### src/rtl/muldiv_unit.sv
// -----------------------------------------------------------------------------
// muldiv_unit
//   Iterative RV32M multiply/divide unit placed after the register file.
//   A request carries funct3, both operands and a destination register. The
//   unit runs one shift/add (multiply) or shift/subtract (divide) step per
//   clock and presents a result/address pair for the register file write port.
//
// Parameters
//   XLEN        operand/result width; an operation takes XLEN iterations
//   REG_ADDR_W  destination register address width
//
// Ports
//   clk           rising-edge clock
//   rst_n         asynchronous active-low reset
//   flush         synchronous abort of any in-flight operation
//   start_valid   request valid
//   start_ready   request accepted when high (unit idle)
//   funct3        000 MUL, 001 MULH, 010 MULHSU, 011 MULHU,
//                 100 DIV, 101 DIVU, 110 REM, 111 REMU
//   rs1_data      operand A (multiplicand / dividend)
//   rs2_data      operand B (multiplier / divisor)
//   rd_addr       destination register of the request
//   result_valid  result available, held stable until accepted
//   result_ready  consumer accepts the result
//   result_data   result value
//   result_addr   destination register of the result
//   busy          unit is not idle
//
// Handshakes: a transfer happens on a rising edge where valid and ready are
//   both high and flush is low. Valid never waits for ready, and everything
//   offered with valid stays stable until the transfer edge.
//
// Build option
//   MULDIV_EARLY_OUT_EN  divide-by-zero, signed overflow and multiplies with
//                        a zero operand skip the iterations and present their
//                        result one edge after acceptance. When undefined,
//                        every operation has the fixed XLEN+1 latency.
// -----------------------------------------------------------------------------
module muldiv_unit #(
    parameter int XLEN       = 32,
    parameter int REG_ADDR_W = 5
) (
    input  logic                  clk,
    input  logic                  rst_n,
    input  logic                  flush,
    input  logic                  start_valid,
    output logic                  start_ready,
    input  logic [2:0]            funct3,
    input  logic [XLEN-1:0]       rs1_data,
    input  logic [XLEN-1:0]       rs2_data,
    input  logic [REG_ADDR_W-1:0] rd_addr,
    output logic                  result_valid,
    input  logic                  result_ready,
    output logic [XLEN-1:0]       result_data,
    output logic [REG_ADDR_W-1:0] result_addr,
    output logic                  busy
);

    localparam int CNT_W = $clog2(XLEN + 1);

    typedef enum logic [1:0] {
        S_IDLE = 2'd0,
        S_CALC = 2'd1,
        S_DONE = 2'd2
    } state_e;

    state_e                  state_q;
    logic [CNT_W-1:0]        count_q;
    logic [XLEN-1:0]         acc_q;      // product high half / partial remainder
    logic [XLEN-1:0]         lo_q;       // product low half / dividend -> quotient
    logic [XLEN-1:0]         b_q;        // multiplicand / divisor magnitude
    logic                    mul_lo_q;   // MUL: return low half of the product
    logic                    div_q;      // divide family
    logic                    rem_q;      // REM/REMU when div_q
    logic                    neg_q;      // product / quotient must be negated
    logic                    a_neg_q;    // signed dividend was negative
    logic                    b_zero_q;   // divisor was zero
    logic [REG_ADDR_W-1:0]   rd_q;
    logic                    result_valid_q;
    logic [XLEN-1:0]         result_data_q;
    logic [REG_ADDR_W-1:0]   result_addr_q;

    assign start_ready  = (state_q == S_IDLE);
    assign busy         = (state_q != S_IDLE);
    assign result_valid = result_valid_q;
    assign result_data  = result_data_q;
    assign result_addr  = result_addr_q;

    // ------------------------------------------------------------------------
    // Request decode: operand signedness and magnitudes
    // ------------------------------------------------------------------------
    logic                  is_div_d;
    logic                  a_signed_d;
    logic                  b_signed_d;
    logic                  a_neg_d;
    logic                  b_neg_d;
    logic [XLEN-1:0]       a_mag_d;
    logic [XLEN-1:0]       b_mag_d;
    logic [XLEN-1:0]       acc_init_d;
    logic [XLEN-1:0]       lo_init_d;
    logic [CNT_W-1:0]      count_init_d;

    always_comb begin
        is_div_d     = funct3[2];
        a_signed_d   = is_div_d ? ~funct3[0]
                                : (funct3[1:0] == 2'b01) || (funct3[1:0] == 2'b10);
        b_signed_d   = is_div_d ? ~funct3[0] : (funct3[1:0] == 2'b01);
        a_neg_d      = a_signed_d & rs1_data[XLEN-1];
        b_neg_d      = b_signed_d & rs2_data[XLEN-1];
        a_mag_d      = a_neg_d ? -rs1_data : rs1_data;
        b_mag_d      = b_neg_d ? -rs2_data : rs2_data;
        acc_init_d   = '0;
        lo_init_d    = a_mag_d;
        count_init_d = CNT_W'(XLEN);
`ifdef MULDIV_EARLY_OUT_EN
        // Special cases start with zero iterations left; the single finishing
        // edge then produces the result from suitably preloaded registers:
        // zero product for multiplies, remainder = |rs1| for divide-by-zero,
        // and for signed overflow the untouched |rs1| already reads back as
        // quotient = most-negative, remainder = 0.
        if (is_div_d) begin
            if (rs2_data == '0) begin
                count_init_d = '0;
                acc_init_d   = a_mag_d;
            end else if (~funct3[0] && (rs1_data == {1'b1, {(XLEN-1){1'b0}}})
                         && (rs2_data == '1)) begin
                count_init_d = '0;
            end
        end else if ((rs1_data == '0) || (rs2_data == '0)) begin
            count_init_d = '0;
            lo_init_d    = '0;
        end
`endif
    end

    // ------------------------------------------------------------------------
    // One iteration step
    // ------------------------------------------------------------------------
    logic [XLEN-1:0]   mul_add;
    logic [XLEN:0]     mul_sum;
    logic [XLEN:0]     div_shift;
    logic [XLEN+1:0]   div_diff;
    logic [XLEN-1:0]   acc_step_d;
    logic [XLEN-1:0]   lo_step_d;

    always_comb begin
        mul_add    = lo_q[0] ? b_q : {XLEN{1'b0}};
        mul_sum    = {1'b0, acc_q} + {1'b0, mul_add};
        div_shift  = {acc_q, lo_q[XLEN-1]};
        div_diff   = {1'b0, div_shift} - {2'b00, b_q};
        acc_step_d = acc_q;
        lo_step_d  = lo_q;
        if (div_q) begin
            // Restoring division: keep the subtraction only when it did not
            // borrow. The partial remainder stays below the divisor, so it
            // always fits in XLEN bits.
            if (!div_diff[XLEN+1]) begin
                acc_step_d = div_diff[XLEN-1:0];
                lo_step_d  = {lo_q[XLEN-2:0], 1'b1};
            end else begin
                acc_step_d = div_shift[XLEN-1:0];
                lo_step_d  = {lo_q[XLEN-2:0], 1'b0};
            end
        end else begin
            // Shift-add multiply: {acc, lo} shifts right with the carry-out.
            acc_step_d = mul_sum[XLEN:1];
            lo_step_d  = {mul_sum[0], lo_q[XLEN-1:1]};
        end
    end

    // ------------------------------------------------------------------------
    // Sign fix-up and result selection (used on the finishing edge)
    // ------------------------------------------------------------------------
    logic [2*XLEN-1:0] prod;
    logic [2*XLEN-1:0] prod_fix;
    logic [XLEN-1:0]   quot_fix;
    logic [XLEN-1:0]   rem_fix;
    logic [XLEN-1:0]   result_d;

    always_comb begin
        prod     = {acc_q, lo_q};
        prod_fix = neg_q ? -prod : prod;
        quot_fix = neg_q ? -lo_q : lo_q;
        // Divide-by-zero leaves |rs1| as the remainder, so the dividend sign
        // fix-up returns rs1 itself.
        rem_fix  = a_neg_q ? -acc_q : acc_q;
        if (!div_q) begin
            result_d = mul_lo_q ? prod_fix[XLEN-1:0] : prod_fix[2*XLEN-1:XLEN];
        end else if (rem_q) begin
            result_d = rem_fix;
        end else begin
            result_d = b_zero_q ? {XLEN{1'b1}} : quot_fix;
        end
    end

    // ------------------------------------------------------------------------
    // Control FSM with registered outputs
    // ------------------------------------------------------------------------
    always_ff @(posedge clk or negedge rst_n) begin
        if (!rst_n) begin
            state_q        <= S_IDLE;
            count_q        <= '0;
            acc_q          <= '0;
            lo_q           <= '0;
            b_q            <= '0;
            mul_lo_q       <= 1'b0;
            div_q          <= 1'b0;
            rem_q          <= 1'b0;
            neg_q          <= 1'b0;
            a_neg_q        <= 1'b0;
            b_zero_q       <= 1'b0;
            rd_q           <= '0;
            result_valid_q <= 1'b0;
            result_data_q  <= '0;
            result_addr_q  <= '0;
        end else if (flush) begin
            // Abort wins over acceptance and over a pending result transfer;
            // the last presented data/address are left as they were.
            state_q        <= S_IDLE;
            result_valid_q <= 1'b0;
        end else begin
            case (state_q)
                S_IDLE: begin
                    if (start_valid) begin
                        acc_q    <= acc_init_d;
                        lo_q     <= lo_init_d;
                        b_q      <= b_mag_d;
                        count_q  <= count_init_d;
                        mul_lo_q <= (funct3 == 3'b000);
                        div_q    <= is_div_d;
                        rem_q    <= funct3[1];
                        neg_q    <= a_neg_d ^ b_neg_d;
                        a_neg_q  <= a_neg_d;
                        b_zero_q <= (rs2_data == '0);
                        rd_q     <= rd_addr;
                        state_q  <= S_CALC;
                    end
                end
                S_CALC: begin
                    if (count_q != '0) begin
                        acc_q   <= acc_step_d;
                        lo_q    <= lo_step_d;
                        count_q <= count_q - CNT_W'(1);
                    end else begin
                        result_data_q  <= result_d;
                        result_addr_q  <= rd_q;
                        result_valid_q <= 1'b1;
                        state_q        <= S_DONE;
                    end
                end
                S_DONE: begin
                    if (result_ready) begin
                        result_valid_q <= 1'b0;
                        state_q        <= S_IDLE;
                    end
                end
                default: begin
                    result_valid_q <= 1'b0;
                    state_q        <= S_IDLE;
                end
            endcase
        end
    end

endmodule
### config.mk
export PLATFORM = sky130hd
export DESIGN_NAME = muldiv_unit
export DESIGN_NICKNAME = d
export VERILOG_FILES = /design/src/rtl/muldiv_unit.sv
export SDC_FILE = /design/constraint.sdc
export NUM_CORES = 1
export LEC_CHECK = 0
export ABC_AREA = 1
export CAP_MARGIN = 20
export CORE_MARGIN = 3
export CORE_UTILIZATION = 29
export CTS_CLUSTER_DIAMETER = 100
export DETAILED_ROUTE_END_ITERATION = 10
export SYNTH_ARGS = -nofsm -noshare
export SYNTH_HDL_FRONTEND = slang
export SYNTH_SLANG_ARGS = --single-unit
### constraint.sdc
create_clock -name clk -period 4.2 [get_ports clk]
set_input_delay 0.42 -clock clk [delete_from_list [all_inputs] [get_ports clk]]
set_output_delay 0.42 -clock clk [all_outputs]
set_load 0.02 [all_outputs]
Word-level counts from Yosys, hierarchy flattened

Cells that the tools add are included.

Output and inout port bits: 40
Register bits: 153
Logic and storage cells: 85
Input bits: 77

Multiplexer cells: 34
Equality and inequality tests: 10
Bitwise logic cells: 6
Add/subtract/negate cells: 8
Reductions and logical operators: 12

Operators with widths:

| operator                                             | count |
|---|---|
| 2-to-1 mux 32 bit                                    | 16 |
| negation 32 bit                                      | 4 |
| case mux 32 bit (2 select lines)                     | 2 |
| 2-to-1 mux 64 bit                                    | 1 |
| negation 64 bit                                      | 1 |
| subtractor 33 x 32 -> 34 bit                         | 1 |
| adder 32 x 32 -> 33 bit                              | 1 |
| zero test 32 bit                                     | 1 |
| 2-to-1 mux 6 bit                                     | 2 |
| case mux 6 bit (2 select lines)                      | 1 |
| AND reduction 3 bit                                  | 4 |
| inequality test 3 bit (second input constant)        | 3 |
| 2-to-1 mux 2 bit                                     | 4 |
| 2-to-1 mux 1 bit                                     | 6 |
| inequality test 2 bit (second input constant)        | 3 |
| case mux 2 bit (3 select lines)                      | 1 |
| nonzero test 6 bit                                   | 1 |
| subtractor 6 x 1 -> 6 bit (second input constant)    | 1 |
| equality test 2 x 1 -> 1 bit (second input constant) | 2 |
| equality test 2 bit (second input constant)          | 2 |
| AND reduction 4 bit                                  | 1 |
| nonzero test 2 bit                                   | 2 |
| zero test 3 bit                                      | 1 |
| NOT 1 bit                                            | 3 |
| other kinds (5)                                      | 6 |

Longest topological paths before layout

Depth after elaboration: 7
Gate-level depth with buffers: 20
Depth with buffers taken out: 18

Worst setup path after synthesis

No wires, ideal clock.

Path type: reg2reg
From: reg lo_q[0]
To: reg acc_q[27]
Setup slack: 1.753 ns
Cell stages (with the launch flop): 20
Data required time: 4.084 ns
Period minus slack after synthesis: 2.447 ns
Arrival time: 2.331 ns
Path buffers: 2
Setup time: 0.116 ns
Cells stage by stage: dfrtp_1 -> buf_2 -> clkbuf_1 -> nand2_1 -> inv_1 -> ha_1 -> inv_1 -> fa_1 -> inv_1 -> nand3_1 -> nand3_1 -> nand2_1 -> nand3_1 -> nand3_1 -> nand3_1 -> nand2_1 -> nor2_1 -> nor2_1 -> nand2_1 -> nand2_1

Cells in the longest elaborated chain, start to end: 5

RTL lines:

| element                          | RTL line | source |
|---|---|---|
| start: declaration               | 70       | `logic [XLEN-1:0] lo_q;` |
| start signal: assignment         | 226      | `lo_q <= lo_init_d;` |
| start signal: assignment         | 242      | `lo_q <= lo_step_d;` |
| 2-to-1 mux 32 bit                | 147      | `mul_add = lo_q[0] ? b_q : {XLEN{1'b0}};` |
| adder 32 x 32 -> 33 bit          | 148      | `mul_sum = {1'b0, acc_q} + {1'b0, mul_add};` |
| 2-to-1 mux 32 bit                | 153      | `if (div_q) begin` |
| 2-to-1 mux 32 bit                | 240      | `if (count_q != '0) begin` |
| case mux 32 bit (2 select lines) | 222      | `case (state_q)` |
| end signal: assignment           | 225      | `acc_q <= acc_init_d;` |
| end signal: assignment           | 241      | `acc_q <= acc_step_d;` |
| end: declaration                 | 69       | `logic [XLEN-1:0] acc_q;` |

Every way passes these cells. The select of a mux whose other input is x is not followed.
A chain may end at the register's enable or synchronous reset.

Worst setup path in the final report

Same ends and word-level chain as after synthesis.

==> impl_metrics.tcl <==
set metrics [dict create \
    status "complete, but fails checks" \
    violations "hold timing" \
    start_util_pct 29.55 \
    drive_gt1_share_pct 3.562 \
    combPwrFrac_pct 66.3 \
    peakVddDrop_mv 0.3659 \
    post-route-util_pct 33.83 \
    cts_sinks 153 \
    synth_area_leader_cell "nand2_1" \
    cts_max_path_buffers 2 \
    viasPerCell 5.048 \
    ys_ff_latch 153 \
    p_switching_uw 7746 \
    p_int_uw 5668 \
    dr.pass1.iters 8 \
    routedWlPerCell_um 17.78 \
    slew_headroom_pct 30.76 \
    rr_startpoint "lo_q[0]" \
    synth_area_per_cell_sq_um 5.505 \
    rsz0062_at_grt "no" \
    worst-slew-pin-transition_ns 1.039 \
    drt_iter0_drc 2158 \
    swShare_pct 57.75 \
    cts_resized 0 \
    grtUsageTotal_pct 22.56 \
    gp_congestion 1.018 \
    dp_hpwl_um 58340 \
    fin_nets 3480 \
    clockPowerShare_pct 11.5 \
    synthesis.area_sq_um 18000 \
    max_stage_delay_ns 0.67 \
    synth_flop_cell "dfrtp_1" \
    worstSetupStartpoint "lo_q[0]" \
    startpoint_type "register" \
    synth_edf_count 0 \
    synth_seq_area_share_pct 21.27 \
    critPathSlowestCell "dfrtp_1" \
    grt_max_degree 84 \
    cp_max_fo 14 \
    port_buffers 116 \
    min_path_type "input port to asynchronous set/reset pin" \
    fin_worst_skew_ns 0.01898 \
    die_y_um 255.1 \
    powerDensity_nw_per_um2 650.9 \
    die_x_um 255.1 \
    maxCapViolCount 0 \
    slew_violations 0 \
    synth.most_common_cell "nand2_1" \
    cts_tree "built" \
    synth_cell_types 53 \
    htree_levels 4 \
    drc_errors 0 \
    cts_made_buffers 17 \
    crit_type "register to register" \
    ios 117 \
    setup_tns_ns 0 \
    syn2layout_area_growth_pct 14.49 \
    cts_root_buffer "clkbuf_16" \
    synth_commonest_cells "1119 x nand2_1, 485 x inv_1, 370 x nor2_1" \
    antenna_left 0 \
    yosys_warnings 0 \
    p_leak_uw 0.01099 \
    max_freq_mhz 330.0 \
    yosysTopAreaCellShare_pct 23.33 \
    fin_crit_sh_pct 72.14 \
    die_area_sq_um 65100 \
    crit_path_cell_trace "nand2_1, inv_1, ha_1, inv_1, fa_1, inv_1, nand3_1, nand3_1, nand2_1, nand3_1, nand3_1, nand3_1, nand2_1, nor2_1, nor2_1, nand2_1, nand2_1" \
    wl_um 74120 \
    hold_ws_ns -0.03945 \
    core_sq_um 60920 \
    clock_latency_ns 0.47 \
    cts_setup_buffers 0 \
    grt_pass1_wl_um 112800 \
    async_flop_share_pct 100.0 \
    gr-total-overflow 0 \
    num_rows 90 \
    rrSetupSlack_ns 1.17 \
    synthCells 3270 \
    cp.arrival_ns 3.38 \
    yosys-top-cells-area "nand2_1 23%, dfrtp_1 21%, inv_1 10%" \
    hold_viol_final 7 \
    cts_hold_buf 0 \
    crit_path_end_kind "register" \
    setup_viol_count_final 0 \
    grt_antenna_before_repair 0 \
    antenna_cells 0 \
    clk_pin_slew_worst_paths_ns 0.07 \
    seqPwrFrac_pct 22.2 \
    synth.net_count 3421 \
    grt_pass1_vias 19145 \
    required_ns 4.55 \
    vias 21047 \
    period_minus_slack_ns 3.030 \
]
path summary, 6_finish.rpt:
kind	cells past startpoint	end
max	17	acc_q[27]
min	1	result_data[20]
max reg2reg	17	acc_q[27]
min reg2reg	2	rd_q[2]
max in group asynchronous	2	state_q[1]
min in group clk	2	rd_q[2]
critical path: cells and delay by family (launching register included):
kind | cells | cell delay [ns]
simple gates | 12 | 1.20
fa+ha+maj | 2 | 0.73
flops | 1 | 0.67
buf+inv | 3 | 0.29
power by group through the flow:
stage | Clock (uW) | Combinational [uW] | Sequential, uW
final | 1540 | 8890 | 2980
after global routing | 1630 | 9910 | 3010
after CTS | 1580 | 8700 | 2930
after detailed placement | 0 | 8650 | 2950
after global placement | 0 | 8660 | 2940
after floorplan | 0 | 6060 | 2590
kinds of logic (layout without fill, tap and decap cells):
kind of cell / Yosys count / after routing / synth area share [%]
XOR/XNOR: 43 / 43 / 2.092
buffers and inverters: 602 / 673 / 12.81
AND/OR/NAND/NOR: 1975 / 1975 / 45.82
flip-flops: 153 / 153 / 21.27
adder cells (fa/ha/maj): 74 / 74 / 5.227
AO/OA/AOI/OAI: 423 / 423 / 12.78
cells in the final DEF (no fill, tap or decap), types with 3 or more instances in the layout:
| cell type | synthesis | layout |
|---|---|---|
| nand3b_1 | 18 | 18 |
| nand2_1 | 1119 | 1118 |
| a31oi_1 | 23 | 23 |
| inv_1 | 485 | 485 |
| buf_4 | 0 | 31 |
| nor4_1 | 8 | 8 |
| clkbuf_16 | 0 | 17 |
| nor2_4 | 2 | 3 |
| clkdlybuf4s50_1 | 0 | 115 |
| clkinvlp_4 | 0 | 6 |
| and2_1 | 5 | 5 |
| a22oi_1 | 7 | 7 |
| inv_2 | 6 | 6 |
| ha_1 | 72 | 72 |
| a21boi_0 | 4 | 4 |
| nor3_1 | 23 | 23 |
| o211ai_1 | 15 | 15 |
| xnor2_1 | 7 | 7 |
| o21bai_1 | 10 | 10 |
| nor2_2 | 6 | 9 |
| o21ai_1 | 6 | 6 |
| nor2_1 | 370 | 366 |
| clkinv_4 | 0 | 3 |
| or2_2 | 19 | 19 |
| xor2_1 | 36 | 36 |
| nand2_2 | 3 | 4 |
| o21ai_0 | 172 | 172 |
| nand3_1 | 352 | 352 |
| dfrtp_1 | 153 | 151 |
| a21o_1 | 3 | 3 |
| o31ai_1 | 3 | 3 |
| a21oi_1 | 163 | 163 |
| nand4_1 | 38 | 38 |
| o22ai_1 | 6 | 6 |
layer usage:
metal / vias to the layer above / share of wire (%) / routed length (um) / GRT usage (%)
met1: 9591 / 46 / 33810 / 32.02
li1: 10481 / - / - / -
met3: 130 / 7.9 / 5857 / 3.963
met4: 0 / 3.4 / 2551 / 8.242
met5: - / 0 / 0 / 0
met2: 845 / 43 / 31900 / 34.21
flip-flops by register name, summed over array words and instances (netlist names), 2 cells and up:
name / cells
b_q: 32
state_q: 2
result_addr: 5
rd_q: 5
lo_q: 32
result_data: 32
count_q: 6
acc_q: 32
cell type report:
class,count,area (sq um)
fillers,6870,40310
multi-input cells,2515,11880
flip-flops and latches,153,3834
inverters,493,1851
repair buffers,149,1443
well taps,828,1036
clock buffers,18,439.2
clock inverters,13,123.9
through the flow:
step           power [uW]  cell area, sq um  worst slack, ns  cells
4_1_cts             13200             20580            1.215   4168
3_5_place_dp        11600             20020            1.056   4137
5_1_grt             14550             20610           0.8955   4169
3_3_place_gp        11610             20020            1.045   4137
2_1_floorplan        8644             18000            1.753   3270
6_report            13410             20610            1.170   4169
(Power assumes the default switching activity.)
